## config.mk

```make
export PLATFORM = sky130hd
export DESIGN_NAME = imem_loader
export DESIGN_NICKNAME = d
export VERILOG_FILES = /design/src/rtl/imem_loader.sv
export SDC_FILE = /design/constraint.sdc
export NUM_CORES = 1
export LEC_CHECK = 0
export CAP_MARGIN = 20
export CELL_PAD_IN_SITES_DETAIL_PLACEMENT = 2
export CELL_PAD_IN_SITES_GLOBAL_PLACEMENT = 2
export CORE_ASPECT_RATIO = 1.5
export CORE_MARGIN = 2
export CORE_UTILIZATION = 33
export CTS_CLUSTER_SIZE = 8
export DETAILED_ROUTE_END_ITERATION = 6
export MAX_ROUTING_LAYER = met4
export PLACE_DENSITY_LB_ADDON = 0.1
export SKIP_CTS_REPAIR_TIMING = 1
export SYNTH_ARGS = -nofsm -noshare
export SYNTH_HDL_FRONTEND = slang
export SYNTH_SLANG_ARGS = --single-unit
```

## constraint.sdc

```tcl
create_clock -name clk -period 4.2 [get_ports clk]
set_clock_uncertainty 0.15 [all_clocks]
set_input_delay 1.05 -clock clk [delete_from_list [all_inputs] [get_ports clk]]
set_output_delay 1.05 -clock clk [all_outputs]
set_load 0.02 [all_outputs]
```

## src/rtl/imem_loader.sv

```systemverilog
// Instruction memory writer: assembles a big-endian host byte stream into 32-bit words
// and writes them sequentially, stalling fetch while loading. Optional checksum: IMEM_LOADER_CHECKSUM_EN.
module imem_loader #(
    parameter int unsigned DEPTH     = 1024,
    parameter logic [31:0] BASE_ADDR = 32'h0000_0000
) (
    input  logic        clk,
    input  logic        rst,
    input  logic        load_start,
    input  logic        byte_valid,
    input  logic [7:0]  byte_data,
    input  logic        byte_last,
    output logic        byte_ready,
    output logic        mem_we,
    output logic [31:0] mem_waddr,
    output logic [31:0] mem_wdata,
    output logic        hold_fetch,
    output logic        load_done,
    output logic        load_err,
    output logic [10:0] word_count
`ifdef IMEM_LOADER_CHECKSUM_EN
    ,
    output logic [31:0] checksum
`endif
);

    localparam int unsigned CNT_W = 11;
    localparam logic [CNT_W-1:0] DEPTH_C = CNT_W'(DEPTH);

    typedef enum logic [1:0] {IDLE, LOAD, DONE, ERR} state_e;

    state_e           state_q, state_d;
    logic [1:0]       idx_q, idx_d;
    logic [31:0]      word_q, word_d;
    logic             byte_ready_q, byte_ready_d;
    logic             mem_we_q, mem_we_d;
    logic [31:0]      mem_waddr_q, mem_waddr_d;
    logic [31:0]      mem_wdata_q, mem_wdata_d;
    logic             hold_fetch_q, hold_fetch_d;
    logic             load_done_q, load_done_d;
    logic             load_err_q, load_err_d;
    logic [CNT_W-1:0] word_count_q, word_count_d;
    logic             accept;
    logic [31:0]      assembled;
`ifdef IMEM_LOADER_CHECKSUM_EN
    logic [31:0]      checksum_q, checksum_d;
`endif

    // Next-state, byte assembly and registered-output computation
    always_comb begin
        state_d      = state_q;
        idx_d        = idx_q;
        word_d       = word_q;
        mem_we_d     = 1'b0;
        mem_waddr_d  = mem_waddr_q;
        mem_wdata_d  = mem_wdata_q;
        word_count_d = word_count_q;
`ifdef IMEM_LOADER_CHECKSUM_EN
        checksum_d   = checksum_q;
`endif
        accept = byte_valid & byte_ready_q;

        // A fresh word starts from zero so a short final word comes out zero-padded
        assembled = (idx_q == 2'd0) ? 32'd0 : word_q;
        unique case (idx_q)
            2'd0:    assembled[31:24] = byte_data;
            2'd1:    assembled[23:16] = byte_data;
            2'd2:    assembled[15:8]  = byte_data;
            default: assembled[7:0]   = byte_data;
        endcase

        case (state_q)
            LOAD: begin
                if (accept) begin
                    if (word_count_q == DEPTH_C) begin
                        state_d = ERR;
                    end else begin
                        word_d = assembled;
                        idx_d  = idx_q + 2'd1;
                        if (idx_q == 2'd3 || byte_last) begin
                            mem_we_d     = 1'b1;
                            mem_wdata_d  = assembled;
                            mem_waddr_d  = BASE_ADDR + {19'd0, word_count_q, 2'b00};
                            word_count_d = word_count_q + CNT_W'(1);
                            idx_d        = 2'd0;
`ifdef IMEM_LOADER_CHECKSUM_EN
                            checksum_d   = checksum_q + assembled;
`endif
                            if (byte_last) begin
                                state_d = DONE;
                            end
                        end
                    end
                end
            end
            default: begin
                if (load_start) begin
                    state_d      = LOAD;
                    idx_d        = 2'd0;
                    word_count_d = '0;
`ifdef IMEM_LOADER_CHECKSUM_EN
                    checksum_d   = 32'd0;
`endif
                end
            end
        endcase

        byte_ready_d = (state_d == LOAD);
        hold_fetch_d = (state_d == LOAD) || (state_d == ERR);
        load_done_d  = (state_d == DONE);
        load_err_d   = (state_d == ERR);
    end

    always_ff @(posedge clk) begin
        if (rst) begin
            state_q      <= IDLE;
            idx_q        <= 2'd0;
            word_q       <= 32'd0;
            byte_ready_q <= 1'b0;
            mem_we_q     <= 1'b0;
            mem_waddr_q  <= 32'd0;
            mem_wdata_q  <= 32'd0;
            hold_fetch_q <= 1'b0;
            load_done_q  <= 1'b0;
            load_err_q   <= 1'b0;
            word_count_q <= '0;
`ifdef IMEM_LOADER_CHECKSUM_EN
            checksum_q   <= 32'd0;
`endif
        end else begin
            state_q      <= state_d;
            idx_q        <= idx_d;
            word_q       <= word_d;
            byte_ready_q <= byte_ready_d;
            mem_we_q     <= mem_we_d;
            mem_waddr_q  <= mem_waddr_d;
            mem_wdata_q  <= mem_wdata_d;
            hold_fetch_q <= hold_fetch_d;
            load_done_q  <= load_done_d;
            load_err_q   <= load_err_d;
            word_count_q <= word_count_d;
`ifdef IMEM_LOADER_CHECKSUM_EN
            checksum_q   <= checksum_d;
`endif
        end
    end

    assign byte_ready = byte_ready_q;
    assign mem_we     = mem_we_q;
    assign mem_waddr  = mem_waddr_q;
    assign mem_wdata  = mem_wdata_q;
    assign hold_fetch = hold_fetch_q;
    assign load_done  = load_done_q;
    assign load_err   = load_err_q;
    assign word_count = word_count_q;
`ifdef IMEM_LOADER_CHECKSUM_EN
    assign checksum   = checksum_q;
`endif

endmodule

```

* Word level (Yosys, flattened, before mapping) *
Index checks and enable logic that the tools add are counted.

storage, ports and cells
  register bits = 95
  input port bits = 13
  output and inout bits = 80
  logic and storage cells = 60

operators by class
  $add $sub $neg = 2
  equal/unequal tests = 11
  mux-type cells = 22
  bitwise logic cells = 4
  reductions and logical operators = 10

operator list
  cell                                                              number
  11-bit two-way mux                                                5
  32-bit two-way mux                                                1
  8-bit two-way mux                                                 4
  2-bit two-way mux                                                 11
  11-bit by 1-bit adder with 11-bit output (second input constant)  1
  11-bit == test (second input constant)                            1
  2-bit == test (second input constant)                             4
  4-bit AND reduction                                               2
  2-bit by 1-bit == test with 1-bit output (second input constant)  3
  2-bit != test (second input constant)                             3
  3-bit AND reduction                                               2
  4-bit OR reduction                                                1
  1-bit NOT                                                         3
  3-bit OR reduction                                                1
  2-bit by 1-bit adder with 2-bit output (second input constant)    1
  2-bit zero test                                                   1
  1-bit logical OR                                                  2
  2-bit nonzero test                                                1
  1-bit AND                                                         1
  1-bit two-way mux                                                 1

* Logic depth before layout (Yosys ltp) *
Gate-level depths: netlist of run 1.

  depth after elaboration = 8
  depth in mapped cells = 9
  gate-level depth less buffers = 6

* Worst setup path after synthesis of run 1 *
OpenSTA, ideal clock, no wires.

  kind = input-to-reg
  start = input rst
  end = register word_count_q[2] (netlist: word_count[2])
  library setup time = 143 ps
  data arrival time = 2042 ps
  data required time = 3907 ps
  setup slack = 1865 ps
  cell stages on the path = 4
  path buffers = 3
  path through = clkbuf_1 > clkbuf_1 > clkbuf_1 > a31oi_1

RTL lines
  what                  line  RTL
  start, declared       8     input logic rst,
  end signal, assigned  141   word_count_q <= word_count_d;
  end, declared         42    logic [CNT_W-1:0] word_count_q, word_count_d;

No word-level cell between the ends.

* Worst setup path in the final report of run 1 *
  start = input byte_valid
  end = register word_count_q[5] (netlist: word_count[5])

on the way
  longest elaborated chain between the ends = 3

RTL lines
  what                           line  RTL
  start, declared                10    input logic byte_valid,
  1-bit AND                      61    accept = byte_valid & byte_ready_q;
  2-bit != test (no line)        n/a
  4-bit AND reduction (no line)  n/a

Every way passes these cells.
A chain may end at the register's enable or synchronous reset.

==> results.md, run 1 <==
- Netlist area before placement: 4280 µm²
- Most common cell after layout, fill and taps aside: dfxtp_1
- Share of cells above drive strength 1: 0.124
- Port-buffer cells: 71
- Worst VDD drop: 0.152 mV
- H-tree lvl count: 3
- Synth top area cells: dfxtp_1 (44%), a211oi_2 (9.6%), nor2_1 (5.8%)
- Initial antenna violation count: 0
- Hold Crit Start: mem_waddr[10]$_SDFFE_PP0P_
- CTS tree: yes
- Worst Tran Pin Value: 0.865 ns
- Rows: 51
- Final worst slack: 1.08 ns
- Kind of critical path: in -> reg
- Detailed-route via count: 3601
- Total Routing Usage GR: 0.191
- Starting Density: 0.334
- Worst min-delay path category: reg -> reg
- Root Buffer: clkbuf_16
- Setup tns final: 0 ns
- Core box area: 12800 µm²
- Minimum clock period: 3.12 ns
- Syn-to-layout area delta: 23.6%
- Met1 Use GR: 0.210
- I/O Pins: 93
- DIE AREA: 13900 µm²
- Distinct cells, synth: 47
- Commonest cells after routing, fill and taps aside: dfxtp_1 (94), clkdlybuf4s50_1 (70), nor2_1 (66)
- F_max: 0.321 GHz
- Worst path cell trace: clkdlybuf4s50_1 -> nand4b_1 -> nor2_2 -> buf_4 -> nand2_1 -> or4_1 -> a21oi_1
- Worst reg2reg path endpoint: word_count[5]$_SDFFE_PP0P_
- Diode count: 0
- Max_slew headroom: 0.423
- Area leader, netlist: dfxtp_1
- Clock Pin Slew Worst Setup and Hold Paths: 0.07 ns
- Synth Instances: 469
- Cts bufs inserted: 9
- DRC violations left: 0
- Grt ovf: 0
- Worst path required time: 4.32 ns
- ANT nets after route: 0
- First-pass GRT wire length: 20500 µm
- RSZ-0062 raised after global routing: false
- Global Route met2 Usage: 0.358
- CP top delay family: simple AND/OR/NAND/NOR gates
- DR WL/cell: 18.5 µm
- Fin. Hold Viols: 0
- Avg Inst Size Synth: 9.13 µm²
- Die X: 97.0 µm
- Pleak: 1.70 nW
- Crit. End Element: flop
- Critical Path Max Stage Delay: 0.61 ns
- CP max FO: 15
- Layout fillers: 1422
- Pwr per Cell Area: 364 nW/µm²
- Pre-CTS WS: 0.724 ns
- DRT Pass-1 Iters: 4
- HPWL after DPL: 8440 µm
- Share of the synthesized area in the top cell type: 0.440
- Initial DRC Count: 71
- Longest Clk Path Bufs: 2
- Synth warnings: 0
- Avg Vias per Cell: 5.28
- FF-to-FF Start: idx_q[0]$_SDFFE_PP0P_
- Max Cap Viol: 0
- Status: complete, no violations
- Sequential-to-total area share from yosys stat: 0.440
- Routability cong.: 0.741
- Vias in the first global route: 3870
- Fin crit share: 0.742
- Crit-path slowest cell: or4_1
- Final #Nets: 537
- Drt total wl: 12600 µm
- Largest net degree at the start of global routing: 74
- Slack of the worst reg-to-reg path: 1.32 ns
- Worst EP arrival: 3.24 ns
- Clk Latency, worst-skew pair: 0.34 ns
- Worst Hold Path Cells: 2
- M3 GR Usage: 0.0297
- Most Crowded Layer GR: met2
- Reg2Reg Depth: 7
- Die Ht: 144 µm
- Startpoint types: primary input
- Crit path buf inv count: 2
- Final count of negative-setup-slack endpoints: 0
- Slew Limit Fails: 0
- CTS Sinks: 94
- Hold EP: mem_waddr[10]$_SDFFE_PP0P_
- Seq cells post-synth: 94
==> stage by stage <==
stage,power (mW),area (µm²),cells,hold WS (ns),util
after floorplan,1.05,4360,489,0.286,-
after global placement,1.09,4980,666,0.293,0.389
after detailed placement,1.10,4980,666,0.305,0.389
after CTS,1.95,5290,682,0.317,0.413
after global routing,2.00,5290,682,0.332,0.413
final,1.93,5290,682,0.316,0.413
==> tightest hold or removal path: stages, from the launching register on <==
cell and delay, ns:
dfxtp_1 0.32, nand2_1 0.05, a21oi_1 0.05
==> metal layers <==
metal | part of all wire | wire (µm)
met5 | 0 | 0
met4 | 0.011 | 136
met3 | 0.023 | 286
met2 | 0.55 | 6920
met1 | 0.42 | 5290
==> state kept, by name, indices dropped and copies added (netlist names), named ones only <==
name / flops
mem_waddr: 11
byte_ready: 1
word_q: 32
load_done: 1
hold_fetch: 1
mem_we: 1
idx_q: 2
mem_wdata: 32
word_count: 11
load_err: 1
==> where the power goes <==
group,leakage [nW],switching [mW],internal [mW],total [mW]
clock network,0.155,0.359,0.494,0.854
logic,0.788,0.102,0.0511,0.153
registers,0.760,0.0107,0.910,0.921
total,1.70,0.472,1.46,1.93
==> cell type report <==
type                            count  area [µm²]  area share
Clock inverter                      5        57.6      0.0109
Sequential cell                    94        1880       0.355
Multi-Input combinational cell    329        2110       0.399
Inverter                            7        26.3     0.00496
Timing Repair Buffer               77         766       0.145
Clock buffer                       11         253      0.0477
Tap cell                          159         199      0.0376
==> Yosys cell counts, drive strengths merged <==
master   instances
a31oi            2
clkbuf          22
a41oi            2
nor4b            1
nand3           12
inv              7
buf             37
or4              2
a2111oi          1
a22oi            1
a211oi          57
ha               6
nor3             3
a311o            1
xnor2            1
o22ai            1
nand2b           1
nor3b           24
a21o             1
dfxtp           94
o41ai            1
a21oi           48
nand4            3
nand4b           2
and3             4
and4b            1
nor4             5
o311ai           1
o211ai           1
a31o             2
nor2b            3
nor2            67
mux2i            9
or2              1
nand3b           2
and2             5
conb             1
nand2           34
o21ai            3
==> worst max-delay path by stage <==
stage,start,endpoint,depth (start not counted)
6_report,byte_valid,word_count[5]$_SDFFE_PP0P_,7
3_3_place_gp,byte_valid,word_count[5]$_SDFFE_PP0P_,7
4_1_cts,byte_valid,word_count[5]$_SDFFE_PP0P_,7
3_5_place_dp,byte_valid,word_count[5]$_SDFFE_PP0P_,7
2_1_floorplan,rst,word_count[2]$_SDFFE_PP0P_,4
5_1_grt,byte_valid,word_count[5]$_SDFFE_PP0P_,7
==> kinds of logic (layout without fill, tap and decap cells) <==
family / after synthesis / count (layout) / synth area share
other cells: 1 / 21 / 0.000876
xor+xnor: 1 / 1 / 0.00205
buf+inv: 66 / 100 / 0.0880
fa+ha+maj: 6 / 6 / 0.0175
simple gates: 170 / 170 / 0.205
flops: 94 / 94 / 0.440
mux: 9 / 9 / 0.0210
compound gates: 122 / 122 / 0.226
(Power assumes the default switching activity.)
==> run 2, diff against run 1 <==
--- a/config.mk
+++ b/config.mk
@@ -10,7 +10,7 @@
 export CELL_PAD_IN_SITES_GLOBAL_PLACEMENT = 2
 export CORE_ASPECT_RATIO = 1.5
 export CORE_MARGIN = 2
-export CORE_UTILIZATION = 33
+export CORE_UTILIZATION = 27
 export CTS_CLUSTER_SIZE = 8
 export DETAILED_ROUTE_END_ITERATION = 6
 export MAX_ROUTING_LAYER = met4
==> constraint.sdc (replaced) <==
create_clock -name clk -period 2.5 [get_ports clk]
set_clock_uncertainty 0.15 [all_clocks]
set_input_delay 0.625 -clock clk [delete_from_list [all_inputs] [get_ports clk]]
set_output_delay 0.625 -clock clk [all_outputs]
set_load 0.02 [all_outputs]
==> run 2 against run 1 <==
Net effect: combinational power rose by 78%; clock-buffer cell count fell by 1; sequential share of layout area shrank 1.3 points; global-route usage fell by 2.7 points; first-iteration DRC count is 4.2% higher; clock power is 67% higher; sequential power is 68% higher; power rose by 69%; register-to-register slack worse by 0.99 ns; wire length rose by 2.8%; flip-flop and latch count unchanged; critical path type unchanged; highest routed layer unchanged.
==> results.md, run 2 (synthesis gave the netlist of run 1 again) <==
- Status: complete, no violations (unchanged)
- Avg Vias per Cell: 4.90 (was 5.28)
- Syn-to-layout area delta: 28.4% (was 23.6%)
- Max_slew headroom: 0.602 (was 0.423)
- Crit. End Element: flop (unchanged)
- Layout fillers: 1787 (was 1422)
- Net Sw Power: 0.817 mW (was 0.472 mW)
- Detailed-route via count: 3642 (was 3601)
- Most common cell on crit path: buf_4
- Overall power: 3.25 mW (was 1.93 mW)
- Met1 Use GR: 0.179 (was 0.210)
- Worst Tran Pin Value: 0.597 ns (was 0.865 ns)
- Pleak: 1.79 nW (was 1.70 nW)
- Core box area: 15600 µm² (was 12800 µm²)
- Multi-input logic area: 2110 µm² (unchanged)
- F_max: 0.430 GHz
- First-pass GRT wire length: 21100 µm (was 20500 µm)
- Largest net degree at the start of global routing: 53 (was 74)
- Sequential power share: 0.475 (was 0.478)
- I/O Pins: 93 (unchanged)
- Cts bufs inserted: 9 (unchanged)
- Fin crit share: 0.931
- Startpoint types: primary input (unchanged)
- Max Cap Viol: 0 (unchanged)
- Vias in the first global route: 3999 (was 3870)
- CP top delay family: buffers and inverters (was simple AND/OR/NAND/NOR gates)
- Crit path buf inv count: 3 (was 2)
- Register area: 1880 µm² (unchanged)
- Share of cells above drive strength 1: 0.152 (was 0.124)
- Final worst slack: 0.174 ns (was 1.08 ns)
- Die X: 107 µm (was 97.0 µm)
- Global Route met2 Usage: 0.305 (was 0.358)
- Most Crowded Layer GR: met2 (unchanged)
- Diode count: 0 (unchanged)
- DRC violations left: 0 (unchanged)
- Worst path cell trace: clkdlybuf4s50_1 -> nand4b_1 -> buf_4 -> a41oi_4 -> buf_4 -> nor2_1 -> a211oi_1 (was clkdlybuf4s50_1 -> nand4b_1 -> nor2_2 -> buf_4 -> nand2_1 -> or4_1 -> a21oi_1)
- Fin. Hold Viols: 0 (unchanged)
- Pre-CTS WS: -0.201 ns (was 0.724 ns)
- DRT Pass-1 Iters: 4 (unchanged)
- Most common cell after layout, fill and taps aside: dfxtp_1 (unchanged)
- Final count of negative-setup-slack endpoints: 0 (unchanged)
- Hold Worst Slack: 0.312 ns (was 0.316 ns)
- Worst path required time: 2.59 ns (was 4.32 ns)
- Worst min-delay path category: reg -> reg (unchanged)
- Worst VDD drop: 0.294 mV (was 0.152 mV)
- Starting Density: 0.275 (was 0.334)
- RSZ-0062 raised after global routing: false (unchanged)
- Crit-path slowest cell: clkdlybuf4s50_1 (was or4_1)
- Die Ht: 158 µm (was 144 µm)
- Drt total wl: 13000 µm (was 12600 µm)
- Setup tns final: 0 ns (unchanged)
- Commonest cells after routing, fill and taps aside: dfxtp_1 (94), clkdlybuf4s50_1 (70), nor2_1 (66) (unchanged)
- Slack of the worst reg-to-reg path: 0.33 ns (was 1.32 ns)
- Switching part of the total power: 0.251 (was 0.245)
- Clock Pin Slew Worst Setup and Hold Paths: 0.07 ns (about the same)
- H-tree lvl count: 3 (unchanged)
- Longest Clk Path Bufs: 2 (unchanged)
- Clock network fraction of total power: 0.441 (was 0.443)
- Grt ovf: 0 (unchanged)
- Logic pwr share: 0.084 (was 0.080)
- Internal power: 2.44 mW (was 1.46 mW)
- Total Routing Usage GR: 0.164 (was 0.191)
- Final #Nets: 554 (was 537)
- Initial antenna violation count: 0 (unchanged)
- Rows: 56 (was 51)
- Root Buffer: clkbuf_16 (unchanged)
- Worst EP arrival: 2.42 ns (was 3.24 ns)
- CTS tree: yes (unchanged)
- CP max FO: 28 (was 15)
- Pwr per Cell Area: 592 nW/µm² (was 364 nW/µm²)
- Minimum clock period: 2.33 ns
- Slew Limit Fails: 0 (unchanged)
- ANT nets after route: 0 (unchanged)
- Kind of critical path: in -> reg (unchanged)
- DIE AREA: 16900 µm² (was 13900 µm²)
- CTS Sinks: 94 (unchanged)
- Port-buffer cells: 71 (unchanged)
- Critical Path Max Stage Delay: 0.49 ns (was 0.61 ns)
- Clk Latency, worst-skew pair: 0.34 ns (about the same)
- M3 GR Usage: 0.0284 (was 0.0297)
- HPWL after DPL: 9120 µm (was 8440 µm)
- DR WL/cell: 17.5 µm (was 18.5 µm)
- Initial DRC Count: 74 (was 71)
- Routability cong.: 0.766 (was 0.741)
-- run 2: final timing paths --
check                              from                   endpoint  depth (start not counted)
min             word_q[28]$_SDFFE_PP0P_    word_q[28]$_SDFFE_PP0P_                          2
min reg2reg     word_q[28]$_SDFFE_PP0P_    word_q[28]$_SDFFE_PP0P_                          2
max                          byte_valid     word_q[8]$_SDFFE_PP0P_                          7
max reg2reg  word_count[5]$_SDFFE_PP0P_  mem_wdata[9]$_SDFFE_PP0P_                          6
-- run 2: tightest hold or removal path, stage by stage (launching register included) --
cell and delay, ns:
dfxtp_1 0.31, nand2_1 0.05, a21oi_1 0.05
-- run 2: metal layers --
layer	vias up	part of all wire
met1	1823	0.42
met3	7	0.028
met2	62	0.54
met4	0	0.011
met5	-	0
li1	1750	-
-- run 2: power by group through the flow --
stage | combinational (mW) | clock [mW] | sequential, mW
4_1_cts | 0.278 | 1.50 | 1.55
3_3_place_gp | 0.272 | 0 | 1.58
2_1_floorplan | 0.171 | 0 | 1.59
3_5_place_dp | 0.278 | 0 | 1.58
5_1_grt | 0.298 | 1.56 | 1.55
6_report | 0.273 | 1.43 | 1.55
-- run 2: area by class of cell --
cell class	instances	area share
flip-flops and latches	94	0.342
clock buffers	10	0.0435
repair buffers	94	0.167
multi-input cells	329	0.384
inverters	7	0.00478
clock inverters	6	0.0125
well taps	203	0.0462
-- run 2: per-stage QoR --
stage,cells,util,area (µm²)
final,743,0.354,5500
after global routing,743,0.354,5500
after CTS,743,0.354,5500
after detailed placement,727,0.334,5190
after global placement,727,0.334,5190
after floorplan,489,-,4360
